`config.mk`:
```
export PLATFORM = sky130hd
export DESIGN_NAME = multicycle_control
export DESIGN_NICKNAME = d
export VERILOG_FILES = /design/src/rtl/rv32i_ctrl_pkg.sv /design/src/rtl/main_decoder.sv /design/src/rtl/multicycle_control.sv
export SDC_FILE = /design/constraint.sdc
export NUM_CORES = 1
export LEC_CHECK = 0
export BUFFER_PORTS_ARGS = -buffer_cell sky130_fd_sc_hd__buf_2
export CORE_AREA = 2 2 50 52
export CTS_BUF_LIST = sky130_fd_sc_hd__clkbuf_16
export CTS_CLUSTER_SIZE = 14
export DETAILED_ROUTE_END_ITERATION = 6
export DIE_AREA = 0 0 52 54
export PLACE_DENSITY = 0.79
export SKIP_LAST_GASP = 1
export SLEW_MARGIN = 40
export SYNTH_ARGS = -nofsm -noshare
export SYNTH_HDL_FRONTEND = slang
export SYNTH_SLANG_ARGS = --single-unit
```
`constraint.sdc`:
```
create_clock -name clk -period 3.6 [get_ports clk]
set_input_delay 0.18 -clock clk [delete_from_list [all_inputs] [get_ports clk]]
set_output_delay 0.18 -clock clk [all_outputs]
set_load 0.005 [all_outputs]
```
`src/rtl/rv32i_ctrl_pkg.sv`:
```
// Shared opcode constants, state/class enums and datapath mux encodings for the RV32I control path.
package rv32i_ctrl_pkg;

    localparam int unsigned OPCODE_W = 7;

    localparam logic [OPCODE_W-1:0] OP_LOAD   = 7'b0000011;
    localparam logic [OPCODE_W-1:0] OP_STORE  = 7'b0100011;
    localparam logic [OPCODE_W-1:0] OP_BRANCH = 7'b1100011;
    localparam logic [OPCODE_W-1:0] OP_RTYPE  = 7'b0110011;
    localparam logic [OPCODE_W-1:0] OP_IALU   = 7'b0010011;
    localparam logic [OPCODE_W-1:0] OP_JAL    = 7'b1101111;
    localparam logic [OPCODE_W-1:0] OP_JALR   = 7'b1100111;

    typedef enum logic [2:0] {
        FETCH  = 3'd0,
        DECODE = 3'd1,
        EXEC   = 3'd2,
        MEM    = 3'd3,
        WB     = 3'd4,
        TRAP   = 3'd5
    } state_e;

    typedef enum logic [1:0] {
        ALU_ADD    = 2'b00,
        ALU_SUB    = 2'b01,
        ALU_RFUNCT = 2'b10,
        ALU_IFUNCT = 2'b11
    } aluop_e;

    typedef enum logic [2:0] {
        CLS_LOAD   = 3'd0,
        CLS_STORE  = 3'd1,
        CLS_BRANCH = 3'd2,
        CLS_RTYPE  = 3'd3,
        CLS_IALU   = 3'd4,
        CLS_JAL    = 3'd5,
        CLS_JALR   = 3'd6,
        CLS_NONE   = 3'd7
    } instr_class_e;

    localparam logic [1:0] WB_ALUOUT   = 2'b00;
    localparam logic [1:0] WB_MDR      = 2'b01;
    localparam logic [1:0] WB_PC4      = 2'b10;
    localparam logic [1:0] SRCA_PC     = 2'b00;
    localparam logic [1:0] SRCA_RS1    = 2'b01;
    localparam logic [1:0] SRCA_OLDPC  = 2'b10;
    localparam logic [1:0] SRCB_RS2    = 2'b00;
    localparam logic [1:0] SRCB_FOUR   = 2'b01;
    localparam logic [1:0] SRCB_IMM    = 2'b10;
    localparam logic [1:0] PCSRC_ALU    = 2'b00;
    localparam logic [1:0] PCSRC_ALUOUT = 2'b01;
    localparam logic [1:0] PCSRC_JALR   = 2'b10;

endpackage

```
`src/rtl/main_decoder.sv`:
```
// Combinational opcode classifier shared by the single- and multi-cycle control paths.
// RV32_JUMP_EN: when defined, JAL/JALR classify as legal.
module main_decoder
    import rv32i_ctrl_pkg::*;
(
    input  logic [OPCODE_W-1:0] opcode,
    output instr_class_e        cls,
    output logic                legal
);

    always_comb begin
        cls = CLS_NONE;
        case (opcode)
            OP_LOAD:   cls = CLS_LOAD;
            OP_STORE:  cls = CLS_STORE;
            OP_BRANCH: cls = CLS_BRANCH;
            OP_RTYPE:  cls = CLS_RTYPE;
            OP_IALU:   cls = CLS_IALU;
`ifdef RV32_JUMP_EN
            OP_JAL:    cls = CLS_JAL;
            OP_JALR:   cls = CLS_JALR;
`else
`endif
            default:   cls = CLS_NONE;
        endcase
    end

    assign legal = (cls != CLS_NONE);

endmodule

```
`src/rtl/multicycle_control.sv`:
```
// Multi-cycle RV32I control FSM: sequences FETCH/DECODE/EXEC/MEM/WB, stalls on mem_ready, traps.
// Jump support (JAL/JALR) is enabled by defining RV32_JUMP_EN.
module multicycle_control
    import rv32i_ctrl_pkg::*;
#(
    parameter int unsigned ALUOP_W    = 2,
    parameter int unsigned WAIT_LIMIT = 15,
    parameter int unsigned CNT_W      = 4
) (
    input  logic                clk,
    input  logic                rst,
    input  logic [OPCODE_W-1:0] opcode,
    input  logic                zero,
    input  logic                mem_ready,
    output logic                PCWrite,
    output logic                Branch,
    output logic                IorD,
    output logic                MemRead,
    output logic                MemWrite,
    output logic                IRWrite,
    output logic [1:0]          MemtoReg,
    output logic                RegWrite,
    output logic [1:0]          ALUSrcA,
    output logic [1:0]          ALUSrcB,
    output logic [ALUOP_W-1:0]  ALUOp,
    output logic [1:0]          PCSource,
    output logic                illegal,
    output logic                timeout
);

    state_e               state_q, state_d;
    logic [CNT_W-1:0]     wait_cnt_q, wait_cnt_d;
    logic [OPCODE_W-1:0]  opcode_q, opcode_d;
    logic                 illegal_q, illegal_d;
    logic                 timeout_q, timeout_d;
    logic [OPCODE_W-1:0]  dec_opcode;
    instr_class_e         cls;
    logic                 legal;
    aluop_e               aluop;
    logic                 unused_zero;

    // The BEQ decision is taken in the datapath (PCWrite | Branch & zero).
    assign unused_zero = zero;

    // Live opcode while classifying in DECODE; latched copy from EXEC onward.
    assign dec_opcode = (state_q == DECODE) ? opcode : opcode_q;

    main_decoder u_main_decoder (
        .opcode (dec_opcode),
        .cls    (cls),
        .legal  (legal)
    );

    always_comb begin
        state_d    = state_q;
        wait_cnt_d = wait_cnt_q;
        opcode_d   = opcode_q;
        illegal_d  = illegal_q;
        timeout_d  = timeout_q;
        case (state_q)
            FETCH, MEM: begin
                if (mem_ready) begin
                    if (state_q == FETCH)        state_d = DECODE;
                    else if (cls == CLS_LOAD)    state_d = WB;
                    else                         state_d = FETCH;
                end else if (wait_cnt_q == CNT_W'(WAIT_LIMIT - 1)) begin
                    state_d   = TRAP;
                    timeout_d = 1'b1;
                end else begin
                    wait_cnt_d = wait_cnt_q + CNT_W'(1);
                end
            end
            DECODE: begin
                opcode_d = opcode;
                state_d  = legal ? EXEC : TRAP;
            end
            EXEC: begin
                case (cls)
                    CLS_LOAD, CLS_STORE:           state_d = MEM;
                    CLS_RTYPE, CLS_IALU:           state_d = WB;
                    CLS_BRANCH, CLS_JAL, CLS_JALR: state_d = FETCH;
                    default:                       state_d = TRAP;
                endcase
            end
            WB:      state_d = FETCH;
            default: state_d = TRAP;
        endcase
        if (state_d != state_q) wait_cnt_d = '0;
        if (state_d == TRAP && state_q != TRAP) illegal_d = 1'b1;
    end

    always_ff @(posedge clk) begin
        if (rst) begin
            state_q    <= FETCH;
            wait_cnt_q <= '0;
            opcode_q   <= '0;
            illegal_q  <= 1'b0;
            timeout_q  <= 1'b0;
        end else begin
            state_q    <= state_d;
            wait_cnt_q <= wait_cnt_d;
            opcode_q   <= opcode_d;
            illegal_q  <= illegal_d;
            timeout_q  <= timeout_d;
        end
    end

    // Datapath control decode; everything reads 0 while rst is high and in TRAP.
    always_comb begin
        PCWrite  = 1'b0;
        Branch   = 1'b0;
        IorD     = 1'b0;
        MemRead  = 1'b0;
        MemWrite = 1'b0;
        IRWrite  = 1'b0;
        MemtoReg = WB_ALUOUT;
        RegWrite = 1'b0;
        ALUSrcA  = SRCA_PC;
        ALUSrcB  = SRCB_RS2;
        aluop    = ALU_ADD;
        PCSource = PCSRC_ALU;
        if (!rst) begin
            case (state_q)
                FETCH: begin
                    MemRead = 1'b1;
                    ALUSrcB = SRCB_FOUR;
                    if (mem_ready) begin
                        IRWrite = 1'b1;
                        PCWrite = 1'b1;
                    end
                end
                DECODE: begin
                    ALUSrcA = SRCA_OLDPC;
                    ALUSrcB = SRCB_IMM;
                end
                EXEC: begin
                    ALUSrcA = SRCA_RS1;
                    case (cls)
                        CLS_LOAD, CLS_STORE: ALUSrcB = SRCB_IMM;
                        CLS_RTYPE:           aluop   = ALU_RFUNCT;
                        CLS_IALU: begin
                            ALUSrcB = SRCB_IMM;
                            aluop   = ALU_IFUNCT;
                        end
                        CLS_BRANCH: begin
                            aluop    = ALU_SUB;
                            Branch   = 1'b1;
                            PCSource = PCSRC_ALUOUT;
                        end
                        CLS_JAL, CLS_JALR: begin
                            RegWrite = 1'b1;
                            MemtoReg = WB_PC4;
                            ALUSrcB  = SRCB_IMM;
                            PCWrite  = 1'b1;
                            if (cls == CLS_JAL) ALUSrcA = SRCA_OLDPC;
                            else                PCSource = PCSRC_JALR;
                        end
                        default: ALUSrcA = SRCA_PC;
                    endcase
                end
                MEM: begin
                    IorD     = 1'b1;
                    MemRead  = (cls == CLS_LOAD);
                    MemWrite = (cls == CLS_STORE);
                end
                WB: begin
                    RegWrite = 1'b1;
                    MemtoReg = (cls == CLS_LOAD) ? WB_MDR : WB_ALUOUT;
                end
                default: RegWrite = 1'b0;
            endcase
        end
    end

    assign ALUOp   = ALUOP_W'(aluop);
    assign illegal = illegal_q;
    assign timeout = timeout_q;

endmodule
```
==> flow_metrics.env, run 1 <==
export IMPL_die_w_um=52
export IMPL_ant_nets=0
export IMPL_period_minus_slack_ns=2.29
export IMPL_hold_depth=3
export IMPL_cts_repair_resized=0
export IMPL_timing_final_ws_setup_ns=1.31
export IMPL_dp_hpwl_mm=2.04
export IMPL_drive_above_1_share=0.215
export IMPL_dp_worst_setup_slack_ns=1.64
export IMPL_cpMaxStageDelayCell="dfxtp_1"
export IMPL_slowest_delay_ns=0.59
export IMPL_nets=192
export IMPL_die_y_um=54
export IMPL_ff2ff_path_depth=6
export IMPL_seqPwrFrac=0.384
export IMPL_synthArstFlopShare=0
export IMPL_cp_arrival_ns=2.11
export IMPL_root_buffer="clkbuf_16"
export IMPL_avgSynthCellArea_um2=7.44
export IMPL_pwr_share_clk=0.355
export IMPL_max_slew_worst_pin_slew_ns=0.562
export IMPL_max_slew_margin=0.625
export IMPL_pwr_share_comb=0.261
export IMPL_fmax_ghz=0.438
export IMPL_vdd_drop_max_uv=247
export IMPL_core_area_um2=2320
export IMPL_crit_type="reg2out"
export IMPL_cts_sinks=16
export IMPL_h_tree_depth=1
export IMPL_maxCapViolCount=0
export IMPL_skew_ns=0.00241
export IMPL_drc=0
export IMPL_clk_pin_slew_worst_paths_ns=0.05
export IMPL_drt_iter0_markers=56
export IMPL_total_power_mw=0.597
export IMPL_min_delay_start="opcode[3]"
export IMPL_ys_types=49
export IMPL_rsz0062_at_grt="false"
export IMPL_start_util=0.510
export IMPL_crit_path_end_kind="output port"
export IMPL_crit_fanout=14
export IMPL_grt_pass1_vias=1098
export IMPL_n_antenna_cell=0
export IMPL_grt_overflow=0
export IMPL_regToRegEndpoint="illegal"
export IMPL_grt_total_usage=0.232
export IMPL_cp_common_cell="a21oi_1"
export IMPL_ios=30
export IMPL_switching_power_mw=0.189
export IMPL_wl_per_cell_um=14.7
export IMPL_antenna_found_initial=0
export IMPL_ff2ff_setup_slack_ns=1.60
export IMPL_maxSlewViolCount=0
export IMPL_worstHoldPathType="in2reg"
export IMPL_netlist_instances=159
export IMPL_wl_mm=3.04
export IMPL_crit_path_end="ALUOp[0]"
export IMPL_setup_tns_ns=0
export IMPL_start_kind="flop"
export IMPL_status="finished, final reports clean"
export IMPL_dr_pass1_iters=5
export IMPL_critPathRequiredTime_ns=3.42
export IMPL_crit_chain="or3b_4, and2_1, a21oi_1, nand2_1, a21oi_1, buf_2"
export IMPL_synth_seq_area_share=0.271
export IMPL_cts_tree="yes"
export IMPL_synthesis_area_um2=1180
export IMPL_grt_max_degree=20
export IMPL_clk_insertion_delay_late_ns=0.24
export IMPL_crit_start="state_q[0]"
export IMPL_place_congestion=0.855
export IMPL_hold_buffers=0
export IMPL_synth_edf_count=0
export IMPL_design_die_area_um2=2810
export IMPL_port_buffers=26
export IMPL_cts_buffers=3
export IMPL_via_count=1242
export IMPL_fin_crit_sh=0.635
export IMPL_synth_ff_type="dfxtp_1"
export IMPL_cts_buffer_depth=2
export IMPL_hold_viol_final=0
export IMPL_synth_ff_latch_count=16
export IMPL_setup_violations=0
export IMPL_switching_share=0.316
export IMPL_routed_via_density=6.00
export IMPL_area_growth_pct=15.5
export IMPL_grt_pass1_wl_mm=4.84
export IMPL_power_density_nw_per_um2=436
export IMPL_worstReg2RegStart="state_q[2]"
export IMPL_post_cts_buffers=0
export IMPL_ys_warn_count=0
export IMPL_p_int_mw=0.408
export IMPL_rows=18
export IMPL_p_leak_nw=0.542
[power by group through the flow]
stage,Clock [mW],Sequential (mW),Combinational [mW]
2_1_floorplan,0,0.209,0.136
3_3_place_gp,0,0.228,0.148
3_5_place_dp,0,0.229,0.152
4_1_cts,0.216,0.227,0.154
5_1_grt,0.223,0.232,0.173
6_report,0.212,0.229,0.156
[area by class of cell]
type | count | area (um2)
flip-flops and latches | 16 | 320
fillers | 217 | 952
inverters | 7 | 26.3
well taps | 30 | 37.5
multi-input cells | 124 | 771
clock buffers | 3 | 75.1
repair buffers | 27 | 138
[state kept, by name (all words and copies together) (netlist names)]
signal and count:
illegal 1, opcode_q 7, state_q 3, timeout 1, wait_cnt_q 4
[cells by family after synthesis]
logic type,after synthesis,share of synthesized area
and+or+nand+nor,69,0.326
AOI/OAI and AO/OA,48,0.276
buffers and inverters,20,0.0814
DFF,16,0.271
xor gates and xnor gates,3,0.0222
adders and majority gates,2,0.0211
other,1,0.00317
[layout by cell type, fill, tap and decap left out, drive strengths merged, types with 2 or more instances in the layout]
cell type and n:
nand4 3, nand2b 4, dfxtp 16, nor2 17, nand2 20, and3 2
buf 27, clkbuf 3, a31oi 3, o31ai 3, a211oi 6, nand4bb 2
nor3b 2, inv 7, a211o 3, nor3 5, a22oi 2, a21oi 18
xor2 2, o21a 2, nor4b 2, ha 2, conb 2, o21ai 3
nand3 2, or3 2
[critical path, delay by kind of cell, from the launching register on]
kind,cells,cell delay [ns]
simple gates,3,0.82
flops,1,0.59
buf+inv,1,0.13
compound gates,2,0.32
[Yosys cell counts, types with 3 or more instances]
cell type | n | share of area
nor2_1 | 17 | 0.054
clkbuf_1 | 7 | 0.022
o31ai_1 | 3 | 0.019
nand2b_1 | 4 | 0.021
nor3_1 | 5 | 0.021
a21oi_1 | 17 | 0.072
inv_1 | 7 | 0.022
dfxtp_1 | 16 | 0.27
a211oi_1 | 5 | 0.032
nand2_1 | 20 | 0.063
buf_4 | 3 | 0.019
a31oi_1 | 3 | 0.016
nand4_1 | 3 | 0.016
o21ai_0 | 3 | 0.013
a211o_1 | 3 | 0.022
[how the worst min path moves through the flow]
stage / endpoint / slack (ns)
2_1_floorplan: opcode_q[2] / 0.32
3_3_place_gp: opcode_q[2] / 0.43
3_5_place_dp: opcode_q[3] / 0.44
4_1_cts: opcode_q[3] / 0.19
5_1_grt: opcode_q[2] / 0.19
6_report: opcode_q[3] / 0.19
[per-layer routing]
| layer | GRT usage | vias up | part of all wire |
|---|---|---|---|
| met5 | 0 | - | 0 |
| met4 | 0.101 | 0 | 0.013 |
| met3 | 0.0389 | 5 | 0.075 |
| met2 | 0.390 | 65 | 0.48 |
| met1 | 0.293 | 567 | 0.43 |
| li1 | - | 605 | - |
[per-stage QoR]
step	cell area (um2)	instances	util	hold WS [ns]
floorplan	1190	160	-	0.316
global placement	1290	204	0.557	0.431
detailed placement	1290	204	0.557	0.441
CTS	1370	207	0.590	0.186
global route	1370	207	0.590	0.193
finish	1370	207	0.590	0.188
Note: power is estimated with default switching activity, not from simulation.
==> inputs of run 2 (changes only) <==
--- a/config.mk
+++ b/config.mk
@@ -6,12 +6,12 @@
 export NUM_CORES = 1
 export LEC_CHECK = 0
 export BUFFER_PORTS_ARGS = -buffer_cell sky130_fd_sc_hd__buf_2
-export CORE_AREA = 2 2 50 52
+export CORE_AREA = 2 2 51 53
 export CTS_BUF_LIST = sky130_fd_sc_hd__clkbuf_16
 export CTS_CLUSTER_SIZE = 14
 export DETAILED_ROUTE_END_ITERATION = 6
-export DIE_AREA = 0 0 52 54
-export PLACE_DENSITY = 0.79
+export DIE_AREA = 0 0 53 55
+export PLACE_DENSITY = 0.76
 export SKIP_LAST_GASP = 1
 export SLEW_MARGIN = 40
 export SYNTH_ARGS = -nofsm -noshare
==> constraint.sdc (replaced) <==
create_clock -name clk -period 2.33 [get_ports clk]
set_input_delay 0.1165 -clock clk [delete_from_list [all_inputs] [get_ports clk]]
set_output_delay 0.1165 -clock clk [all_outputs]
set_load 0.005 [all_outputs]
==> run 2 against run 1 <==
Largest cell class unchanged; clock power grew 62%; clock skew grew 0.0021 ns; highest routed layer unchanged; sequential share of layout area shrank 0.19 points; first-iteration DRC count shrank 7.1%; combinational power grew 64%; core utilization shrank 0.65 points; flip-flop and latch count is the same; count of clock-buffer cells in the layout is the same.
==> flow_metrics.env, run 2 (synthesis gave the netlist of run 1 again) <==
export IMPL_status="finished, final reports clean"
export IMPL_dp_worst_setup_slack_ns=0.506
export IMPL_cts_tree="yes"
export IMPL_cp_arrival_ns=2.00
export IMPL_final_common_cell="buf_2"
export IMPL_design_die_area_um2=2920
export IMPL_crit_fanout=17
export IMPL_skew_ns=0.00450
export IMPL_post_cts_buffers=0
export IMPL_rows=18
export IMPL_largest_register="opcode_q"
export IMPL_hold_viol_final=0
export IMPL_grt_pass1_wl_mm=4.71
export IMPL_hold_buffers=0
export IMPL_port_buffers=26
export IMPL_place_congestion=0.887
export IMPL_crit_path_end_kind="output port"
export IMPL_drt_iter0_markers=52
export IMPL_timing_final_ws_setup_ns=0.214
export IMPL_crit_chain="or3b_4, and2_1, a21oi_1, nand2_1, a21oi_1, buf_2"
export IMPL_p_leak_nw=0.549
export IMPL_cts_repair_resized=0
export IMPL_routed_via_density=5.89
export IMPL_cp_common_cell="a21oi_1"
export IMPL_multiInputGateArea_um2=771
export IMPL_drc=0
export IMPL_nets=193
export IMPL_cpMaxStageDelayCell="or3b_4"
export IMPL_layout_common_cells="buf_2, nand2_1, nor2_1, a21oi_1, dfxtp_1"
export IMPL_n_antenna_cell=0
export IMPL_core_area_um2=2360
export IMPL_grt_max_degree=20
export IMPL_fmax_ghz=0.473
export IMPL_ios=30
export IMPL_maxSlewViolCount=0
export IMPL_grt_overflow=0
export IMPL_h_tree_depth=1
export IMPL_fin_crit_sh=0.908
export IMPL_drive_above_1_share=0.218
export IMPL_clk_insertion_delay_late_ns=0.25
export IMPL_grt_total_usage=0.220
export IMPL_regArea_um2=320
export IMPL_via_count=1230
export IMPL_area_growth_pct=16.5
export IMPL_antenna_found_initial=0
export IMPL_start_util=0.501
export IMPL_cts_sinks=16
export IMPL_reg_largest_list="opcode_q (7), wait_cnt_q (4), state_q (3)"
export IMPL_power_density_nw_per_um2=684
export IMPL_wl_per_cell_um=14.3
export IMPL_start_kind="flop"
export IMPL_max_slew_margin=0.625
export IMPL_period_minus_slack_ns=2.12
export IMPL_ant_nets=0
export IMPL_max_slew_worst_pin_slew_ns=0.562
export IMPL_critPathRequiredTime_ns=2.21
export IMPL_slowest_delay_ns=0.54
export IMPL_die_y_um=55
export IMPL_rsz0062_at_grt="false"
export IMPL_dp_hpwl_mm=2.13
export IMPL_cts_buffer_depth=2
export IMPL_dr_pass1_iters=5
export IMPL_n_fill_cell=231
export IMPL_crit_type="reg2out"
export IMPL_worstHoldPathType="in2reg"
export IMPL_setup_tns_ns=0
export IMPL_setup_violations=0
export IMPL_vdd_drop_max_uv=449
export IMPL_cts_buffers=3
export IMPL_largest_register_ffs=7
export IMPL_clk_pin_slew_worst_paths_ns=0.05
export IMPL_root_buffer="clkbuf_16"
export IMPL_die_w_um=53
export IMPL_wl_mm=2.99
export IMPL_grt_pass1_vias=1010
export IMPL_maxCapViolCount=0
[run 2: cell count changes in the layout (fill, tap and decap cells not counted)]
cell / previous run / this run
buf_4: 1 / 2
clkinv_1: 0 / 1
[run 2: power by group]
| group | internal, mW | switching [mW] | leakage [nW] | total (mW) |
|---|---|---|---|---|
| sequential | 0.301 | 0.0446 | 0.131 | 0.345 |
| clock | 0.228 | 0.114 | 0.0385 | 0.343 |
| combinational | 0.109 | 0.147 | 0.380 | 0.256 |
| total | 0.637 | 0.306 | 0.549 | 0.944 |
[run 2: layer usage]
layer,GRT usage,vias up,part of all wire
met2,0.335,56,0.46
met5,0,-,0
met4,0.120,0,0.022
met1,0.299,555,0.45
met3,0.0349,7,0.068
li1,-,612,-
[run 2: critical path: cells and delay by family (launching register included)]
family | cells | cell delay (ns)
simple gates | 3 | 0.84
flops | 1 | 0.47
buf+inv | 1 | 0.13
compound gates | 2 | 0.30
[run 2: layout make-up]
type / instances / share of cell area
Clock buffer: 3 / 0.0544
Clock inverter: 1 / 0.00272
Inverter: 7 / 0.0191
Multi-Input combinational cell: 124 / 0.559
Sequential cell: 16 / 0.232
Tap cell: 30 / 0.0272
Timing Repair Buffer: 28 / 0.105
[run 2: through the flow]
step           power [mW]  cells  hold WS [ns]  utilization  instance area [um2]
2_1_floorplan       0.533    160         0.252            -                 1190
3_3_place_gp        0.586    205         0.365        0.550                 1300
3_5_place_dp        0.597    205         0.379        0.550                 1300
4_1_cts             0.943    209         0.118        0.583                 1380
5_1_grt             0.989    209         0.126        0.583                 1380
6_report            0.944    209         0.120        0.583                 1380
[run 2: final timing paths]
| path | end | from | slack, ns | cells past startpoint |
|---|---|---|---|---|
| hold reg to reg | timeout | timeout | 0.48 | 2 |
| setup reg to reg | illegal | wait_cnt_q[0] | 0.44 | 7 |
| setup / recovery | ALUOp[0] | state_q[2] | 0.21 | 6 |
| hold / removal | opcode_q[2] | opcode[2] | 0.12 | 3 |
